<file path="config.mk">
export PLATFORM = sky130hd
export DESIGN_NAME = max7219_receiver
export DESIGN_NICKNAME = d
export VERILOG_FILES = /design/src/rtl/max7219_receiver.sv
export SDC_FILE = /design/constraint.sdc
export NUM_CORES = 1
export LEC_CHECK = 0
export ABC_AREA = 1
export CAP_MARGIN = 20
export CORE_MARGIN = 2
export CORE_UTILIZATION = 50
export DETAILED_ROUTE_END_ITERATION = 8
export HOLD_SLACK_MARGIN = 0.02
export PLACE_DENSITY = 0.85
export SETUP_SLACK_MARGIN = 0.1
export SKIP_LAST_GASP = 1
export SLEW_MARGIN = 20
export SYNTH_ARGS = -nofsm -noshare
export SYNTH_HDL_FRONTEND = slang
export SYNTH_SLANG_ARGS = --single-unit
</file>
<file path="constraint.sdc">
create_clock -name i_Clk -period 1.9 [get_ports i_Clk]
set_input_delay 0.38 -clock i_Clk [delete_from_list [all_inputs] [get_ports i_Clk]]
set_output_delay 0.38 -clock i_Clk [all_outputs]
set_load 0.005 [all_outputs]
</file>
<file path="src/rtl/max7219_receiver.sv">
// max7219_receiver: behavioural receiver for a daisy chain of NUM_DEV MAX7219
// LED drivers. Serial words are shifted in while LOAD is low. On the rising
// edge of LOAD, every device word is decoded into its register file.
// Optional feature: define MAX7219_RECEIVER_SYNC_EN to put two-flop
// synchronisers on the SPI inputs. The edge-to-action latency is then 3 cycles
// instead of 1.
module max7219_receiver #(
  parameter int NUM_DEV = 2
) (
  input  logic                   i_Clk,
  input  logic                   i_Rst_n,
  input  logic                   i_SPI_Stb,
  input  logic                   i_SPI_Clk,
  input  logic                   i_SPI_Din,
  output logic                   o_SPI_Dout,
  output logic [NUM_DEV*64-1:0]  o_Digits,
  output logic [NUM_DEV*8-1:0]   o_DecodeMode,
  output logic [NUM_DEV*4-1:0]   o_Intensity,
  output logic [NUM_DEV*3-1:0]   o_ScanLimit,
  output logic [NUM_DEV-1:0]     o_Shutdown,
  output logic [NUM_DEV-1:0]     o_DisplayTest,
  output logic                   o_Load,
  output logic                   o_FrameErr
);

  localparam int SR_W  = 16 * NUM_DEV;
  localparam int CNT_W = $clog2(SR_W + 1);
  localparam logic [CNT_W-1:0] CNT_FULL = CNT_W'(SR_W);

  logic s_stb;
  logic s_clk;
  logic s_din;

`ifdef MAX7219_RECEIVER_SYNC_EN
  logic [1:0] stb_sync;
  logic [1:0] clk_sync;
  logic [1:0] din_sync;

  // Two-flop synchronisers. LOAD starts at its idle (high) level so that
  // leaving reset is not mistaken for the end of a frame.
  always_ff @(posedge i_Clk or negedge i_Rst_n) begin
    if (!i_Rst_n) begin
      stb_sync <= 2'b11;
      clk_sync <= 2'b00;
      din_sync <= 2'b00;
    end else begin
      stb_sync <= {stb_sync[0], i_SPI_Stb};
      clk_sync <= {clk_sync[0], i_SPI_Clk};
      din_sync <= {din_sync[0], i_SPI_Din};
    end
  end

  assign s_stb = stb_sync[1];
  assign s_clk = clk_sync[1];
  assign s_din = din_sync[1];
`else
  assign s_stb = i_SPI_Stb;
  assign s_clk = i_SPI_Clk;
  assign s_din = i_SPI_Din;
`endif

  logic            prev_stb;
  logic            prev_clk;
  logic            stb_rise;
  logic            stb_fall;
  logic            do_shift;
  logic [SR_W-1:0] shift_reg;
  logic [CNT_W-1:0] bit_cnt;

  // Previous sampled levels for edge detection. LOAD idles high.
  always_ff @(posedge i_Clk or negedge i_Rst_n) begin
    if (!i_Rst_n) begin
      prev_stb <= 1'b1;
      prev_clk <= 1'b0;
    end else begin
      prev_stb <= s_stb;
      prev_clk <= s_clk;
    end
  end

  assign stb_rise = s_stb & ~prev_stb;
  assign stb_fall = ~s_stb & prev_stb;
  // Serial clock edges only count while LOAD is low, which also discards a
  // clock rise coincident with the LOAD rise.
  assign do_shift = s_clk & ~prev_clk & ~s_stb;

  // Shift register and saturating bit counter. A LOAD fall restarts the count.
  // A shift in that same cycle is still counted.
  always_ff @(posedge i_Clk or negedge i_Rst_n) begin
    if (!i_Rst_n) begin
      shift_reg <= '0;
      bit_cnt   <= '0;
    end else begin
      if (do_shift)
        shift_reg <= {shift_reg[SR_W-2:0], s_din};
      if (stb_fall)
        bit_cnt <= do_shift ? CNT_W'(1) : '0;
      else if (do_shift && bit_cnt != CNT_FULL)
        bit_cnt <= bit_cnt + CNT_W'(1);
    end
  end

  assign o_SPI_Dout = shift_reg[SR_W-1];

  // Address and data fields of each device word. Device 0 is the word nearest
  // the input. Bits [15:12] carry no meaning.
  logic [3:0] word_addr [NUM_DEV];
  logic [7:0] word_data [NUM_DEV];

  for (genvar k = 0; k < NUM_DEV; k++) begin : g_word
    assign word_addr[k] = shift_reg[16*k+8 +: 4];
    assign word_data[k] = shift_reg[16*k +: 8];
  end

  // On a LOAD rise, either decode a complete frame into the registers or flag
  // a short frame. The registers and the pulse update on the same edge.
  always_ff @(posedge i_Clk or negedge i_Rst_n) begin
    if (!i_Rst_n) begin
      o_Digits      <= '0;
      o_DecodeMode  <= '0;
      o_Intensity   <= '0;
      o_ScanLimit   <= '0;
      o_Shutdown    <= '1;
      o_DisplayTest <= '0;
      o_Load        <= 1'b0;
      o_FrameErr    <= 1'b0;
    end else begin
      o_Load     <= stb_rise && (bit_cnt == CNT_FULL);
      o_FrameErr <= stb_rise && (bit_cnt != CNT_FULL);
      if (stb_rise && bit_cnt == CNT_FULL) begin
        for (int k = 0; k < NUM_DEV; k++) begin
          case (word_addr[k])
            4'h9: o_DecodeMode[8*k +: 8] <= word_data[k];
            4'hA: o_Intensity[4*k +: 4]  <= word_data[k][3:0];
            4'hB: o_ScanLimit[3*k +: 3]  <= word_data[k][2:0];
            4'hC: o_Shutdown[k]          <= ~word_data[k][0];
            4'hF: o_DisplayTest[k]       <= word_data[k][0];
            default: begin
              for (int d = 0; d < 8; d++) begin
                if (word_addr[k] == 4'(d + 1))
                  o_Digits[64*k + 8*d +: 8] <= word_data[k];
              end
            end
          endcase
        end
      end
    end
  end

endmodule

</file>
==> results of run 1 <==
worst register-to-register path: cells and delay by family, from the launching register on:
kind                     cells  cell delay (ns)
buffers and inverters        4             0.63
adder cells (fa/ha/maj)      1             0.14
flip-flops                   1             0.41
AND/OR/NAND/NOR              5             0.42
final cells by class:
| class | count | area share |
|---|---|---|
| repair buffers | 224 | 0.201 |
| inverters | 42 | 0.0141 |
| flip-flops and latches | 204 | 0.455 |
| clock buffers | 31 | 0.0564 |
| multi-input cells | 590 | 0.244 |
| well taps | 216 | 0.0241 |
| clock inverters | 5 | 0.00513 |
cell families after synthesis:
logic type	count (synthesis)
and+or+nand+nor	477
DFF	204
AOI/OAI and AO/OA	111
buffers and inverters	81
adders and majority gates	2
through the flow:
step           area (sq um)  power, mW
6_report              11200       9.37
5_1_grt               11200       9.67
4_1_cts               11000       9.36
3_5_place_dp          10300       5.28
3_3_place_gp          10300       5.26
2_1_floorplan          8090       4.93
worst max path at each step:
stage	endpoint	slack, ns	cells past startpoint
after floorplan	o_Digits[120]	0.23	8
after global placement	o_Digits[35]	-0.11	8
after detailed placement	o_Digits[91]	-0.16	7
after CTS	o_Digits[105]	0.10	1
after global routing	o_Digits[114]	0.07	10
final	o_Digits[25]	0.13	1
repair_timing:
action / CTS / global route
endpoints found under the hold margin: 23 / 0
pin swaps: 2 / 0
cloned: 0 / 3
resized for setup: 4 / 22
setup endpoints to repair: 71 / 128
buffers inserted: 1 / 6
hold buffers: 1 / 0
power by group through the flow:
stage / Sequential (mW) / Combinational [mW] / Clock [mW]
after floorplan: 4.59 / 0.335 / 0
after global placement: 4.75 / 0.512 / 0
after detailed placement: 4.76 / 0.527 / 0
after CTS: 4.68 / 0.541 / 4.14
after global routing: 4.70 / 0.652 / 4.31
final: 4.69 / 0.578 / 4.10
cells in the final DEF (no fill, tap or decap), drive strengths merged:
cell type      count
dlymetal6s2s       2
ha                 2
inv               41
or2                1
clkdlybuf4s50    164
bufinv             1
dlygate4sd3        1
nand2            337
o21ai            107
nor3               6
buf               52
a21oi              4
nand4             87
dfrtp            201
dlygate4sd2        2
nor2              33
nand3             13
dfstp              3
clkbuf            34
clkinv             5
per-layer routing:
layer	vias to the layer above	GRT usage	wire length, um
met5	-	0	0
met4	0	0.0700	419
met3	38	0.0424	1360
met2	258	0.399	10700
met1	3545	0.324	9310
li1	3315	-	-
==> impl_metrics.env, run 1 <==
export IMPL_outcome="completed"
export IMPL_syn_area_sq_mm=0.00809
export IMPL_yosysMostFrequentCell="nand2_1"
export IMPL_finalCritPeriodShare=0.931
export IMPL_finalHoldViolations=0
export IMPL_routabilityCongestion=0.840
export IMPL_arrival_ns=1.39
export IMPL_coreArea_sq_mm=0.0158
export IMPL_crit_path_start="o_Digits[25]"
export IMPL_wl_um=21700
export IMPL_cts_root_buf="clkbuf_16"
export IMPL_largest_register_ffs=128
export IMPL_synthDominantCellAreaShare=0.622
export IMPL_antenna_cells=0
export IMPL_cts_tree="built"
export IMPL_drv_slew=0
export IMPL_antenna_found_initial=0
export IMPL_setup_ws_ns=0.132
export IMPL_r2r_slack_ns=0.18
export IMPL_cts_buffers=21
export IMPL_finalNetCount=1090
export IMPL_power_density_mw_per_mm2=835
export IMPL_power_frac_clock=0.437
export IMPL_drv_cap=0
export IMPL_syn_area_per_cell_sq_um=9.24
export IMPL_finalSetupTns_ns=0
export IMPL_r2r_end="o_Digits[48]"
export IMPL_grt_overflow=0
export IMPL_clock_latency_ns=0.49
export IMPL_crit_type="register to output port"
export IMPL_multi_input_area_sq_mm=0.00274
export IMPL_power_internal_mw=7.03
export IMPL_leakage_nw=5.35
export IMPL_synthSimpleGateAreaFrac=0.255
export IMPL_synthAdderAreaFrac=0.00310
export IMPL_p_seq_frac=0.501
export IMPL_clock_sinks=204
export IMPL_path_buf_inv=1
export IMPL_start_kind="register"
export IMPL_ir_drop_mv=0.593
export IMPL_p_comb_frac=0.062
export IMPL_syn_to_final_growth_pct=38.7
export IMPL_ys_ff_latch=204
export IMPL_rsz0062_at_grt="no"
export IMPL_fin_util=0.709
export IMPL_h_tree_depth=1
export IMPL_slew_headroom=0.694
export IMPL_crit_path_max_incr_delay_ns=0.54
export IMPL_dp_cells=1265
export IMPL_grt_pass1_vias=6839
export IMPL_ys_seq_area_frac=0.632
export IMPL_critPathSlowestCell="clkdlybuf4s50_1"
export IMPL_grt_pass1_wl_um=34100
export IMPL_routedWlPerCell_um=16.6
export IMPL_hp_class="primary input to asynchronous set/reset pin"
export IMPL_synth_commonest_cells="nand2_1, dfrtp_1, o21ai_0, nand4_1, inv_1"
export IMPL_clk_pin_slew_ns=0.06
export IMPL_crit_chain="clkdlybuf4s50_1"
export IMPL_drc=0
export IMPL_switching_share=0.250
export IMPL_fmax_mhz=566
export IMPL_synth_nets=882
export IMPL_synth_edff_count=0
export IMPL_hold_worst_slack_ns=0.350
export IMPL_placementRows=46
export IMPL_synth_flop_cell="dfrtp_1"
export IMPL_final_antenna_net_count=0
export IMPL_pre_cts_ws_ns=-0.157
export IMPL_synth_cell_types=23
export IMPL_cp_top_family="buffers and inverters"
export IMPL_die_w_um=131
export IMPL_crit_fanout=2
export IMPL_synthTopCellsByArea="dfrtp_1, nand2_1, o21ai_0"
export IMPL_fillers=1118
export IMPL_synth_xor_area_share=0
export IMPL_fin_cells=1312
export IMPL_drt_initial_drc_count=686
export IMPL_reg2reg_from="bit_cnt[1]"
export IMPL_track_usage=0.239
export IMPL_yosys_warnings=0
export IMPL_die_h_um=131
export IMPL_synth_top_area_cell="dfrtp_1"
export IMPL_dp_hpwl_um=14200
export IMPL_dr_pass1_iters=7
export IMPL_clock_skew_ns=0.00830
export IMPL_seq_area_sq_mm=0.00511
export IMPL_setup_violations=0
export IMPL_layout_drive_gt1_share=0.103
export IMPL_async_reset_ff_frac=1.00
export IMPL_clk_path_buf_depth=3
export IMPL_worst_pin_slew_ns=0.459
export IMPL_grt_start_max_net_pins=69
export IMPL_r2r_cells=10
export IMPL_synth_top_family_by_area="simple AND/OR/NAND/NOR gates"
export IMPL_cp_required_ns=1.52
export IMPL_start_util=0.511
export IMPL_netlist_instances=875
export IMPL_via_per_inst=5.45
export IMPL_synth_mux_area_fraction=0
export IMPL_die_area_sq_mm=0.0172
export IMPL_period_needed_ns=1.77
export IMPL_cp_end_kind="output port"
export IMPL_ios=170
export IMPL_vias=7156
export IMPL_power_switching_mw=2.34
export IMPL_synth_compound_area_share=0.0692
export IMPL_io_buffers=169
No activity file was read; power rests on OpenSTA's default activity.
==> run 2, diff against run 1 <==
- clock period: 1.9 -> 1.7 ns (I/O delays scaled with it)
==> impl_metrics.env, run 2 (synthesis results as in run 1) <==
export IMPL_outcome="complete, but fails checks"
export IMPL_violations="setup timing"
export IMPL_cp_top_family="simple AND/OR/NAND/NOR gates"
export IMPL_crit_fanout=8
export IMPL_rsz0062_at_grt="yes"
export IMPL_finalNetCount=1137
export IMPL_design_area_sq_mm=0.0120
export IMPL_ir_drop_mv=0.963
export IMPL_period_needed_ns=1.80
export IMPL_dr_max_layer_used="met4"
export IMPL_cts_buffers=21
export IMPL_power_internal_mw=8.41
export IMPL_antenna_cells=0
export IMPL_clk_path_buf_depth=3
export IMPL_mostFrequentLayoutCells="nand2_1, dfrtp_1, dlygate4sd2_1, nand4_1, o21ai_0"
export IMPL_grt_pass1_wl_um=37600
export IMPL_power_density_mw_per_mm2=928
export IMPL_vias=7598
export IMPL_fin_util=0.758
export IMPL_finalHoldViolations=0
export IMPL_crit_path_max_incr_delay_ns=0.39
export IMPL_placementRows=46
export IMPL_leakage_nw=6.54
export IMPL_start_util=0.511
export IMPL_setup_violations=63
export IMPL_start_kind="register"
export IMPL_arrival_ns=2.15
export IMPL_dp_hpwl_um=14300
export IMPL_hp_class="primary input to asynchronous set/reset pin"
export IMPL_grt_pass1_vias=7335
export IMPL_grt_start_max_net_pins=61
export IMPL_clock_sinks=204
export IMPL_die_w_um=131
export IMPL_largest_register_ffs=128
export IMPL_worst_pin_slew_ns=0.477
export IMPL_setup_ws_ns=-0.0996
export IMPL_met1_length_um=9840
export IMPL_h_tree_depth=1
export IMPL_hold_worst_slack_ns=0.356
export IMPL_clk_pin_slew_ns=0.06
export IMPL_io_buffers=169
export IMPL_drv_cap=0
export IMPL_path_buf_inv=4
export IMPL_wl_um=25000
export IMPL_drt_initial_drc_count=725
export IMPL_fillers=1026
export IMPL_ios=170
export IMPL_power_switching_mw=2.72
export IMPL_slew_headroom=0.682
export IMPL_cp_end_kind="register"
export IMPL_syn_to_final_growth_pct=48.3
export IMPL_dp_cells=1267
export IMPL_power_frac_clock=0.463
export IMPL_wl_met2_um=12500
export IMPL_drv_slew=0
export IMPL_p_comb_frac=0.064
export IMPL_p_seq_frac=0.473
export IMPL_cpMostUsedCell="buf_6"
export IMPL_grt_overflow=0
export IMPL_routedWlPerCell_um=18.4
export IMPL_final_antenna_net_count=0
export IMPL_antenna_found_initial=0
export IMPL_clock_latency_ns=0.49
export IMPL_layout_commonest_cell="nand2_1"
export IMPL_layout_drive_gt1_share=0.205
export IMPL_fin_cells=1360
export IMPL_fmax_mhz=556
export IMPL_track_usage=0.267
export IMPL_drc=0
export IMPL_cts_root_buf="clkbuf_16"
export IMPL_dr_pass1_iters=6
export IMPL_multi_input_area_sq_mm=0.00309
export IMPL_die_area_sq_mm=0.0172
export IMPL_met3_length_um=1840
export IMPL_cp_required_ns=2.05
export IMPL_via_per_inst=5.59
export IMPL_critPathSlowestCell="dfrtp_1"
export IMPL_place_area_sq_mm=0.0104
export IMPL_cts_tree="built"
export IMPL_crit_chain="inv_2 -> ha_4 -> nand3_4 -> nor3_4 -> buf_6 -> buf_6 -> nand4_1 -> buf_6 -> nand2_1 -> nand2_1"
export IMPL_crit_type="register to register"
export IMPL_routabilityCongestion=0.899
export IMPL_clock_skew_ns=0.0119
export IMPL_seq_area_sq_mm=0.00511
export IMPL_switching_share=0.245
export IMPL_die_h_um=131
export IMPL_finalCritPeriodShare=1.06
export IMPL_coreArea_sq_mm=0.0158
[run 2: metrics by stage]
step	power (mW)	setup TNS, ns	worst slack, ns
2_1_floorplan	5.52	0	0.0556
3_3_place_gp	5.91	-27.83	-0.248
3_5_place_dp	5.93	-31.40	-0.308
4_1_cts	11.1	-0.0727	-0.0222
5_1_grt	11.5	-11.36	-0.178
6_report	11.1	-2.29	-0.0996
[run 2: power by group through the flow]
stage,Clock [mW],Combinational (mW),Sequential (mW)
3_5_place_dp,0,0.616,5.31
2_1_floorplan,0,0.380,5.14
4_1_cts,5.18,0.652,5.23
3_3_place_gp,0,0.598,5.31
5_1_grt,5.40,0.791,5.27
6_report,5.16,0.714,5.26
[run 2: layout make-up]
| type | instances | area share |
|---|---|---|
| inverters | 42 | 0.0131 |
| flip-flops and latches | 204 | 0.426 |
| well taps | 216 | 0.0225 |
| repair buffers | 269 | 0.217 |
| clock buffers | 25 | 0.0467 |
| clock inverters | 12 | 0.0175 |
| multi-input cells | 592 | 0.257 |
[run 2: layer usage]
| layer | vias up | global-route usage |
|---|---|---|
| met3 | 85 | 0.0397 |
| li1 | 3418 | - |
| met4 | 0 | 0.0851 |
| met1 | 3706 | 0.357 |
| met5 | - | 0 |
| met2 | 389 | 0.452 |
[run 2: timing repair]
action                                  4_1_cts  5_1_grt
pin swaps                                     3       32
endpoints found under the setup margin      290      168
hold endpoints to repair                     38        0
resized for setup                           220      116
hold buffers                                  1        0
gates cloned                                  4        9
setup buffers                                35        7
[run 2: final timing paths]
path / from / endpoint / slack (ns) / depth (start not counted)
worst max-delay path: bit_cnt[0] / o_Digits[43] / -0.1 / 10
worst max register to register: bit_cnt[0] / o_Digits[43] / -0.1 / 10
max in group asynchronous: i_Rst_n / o_Digits[29] / 0.69 / 3
min in group i_Clk: i_SPI_Clk / prev_clk / 0.36 / 1
worst min-delay path: i_Rst_n / o_DecodeMode[10] / 0.36 / 2
worst min register to register: o_Digits[102] / o_Digits[102] / 0.46 / 2
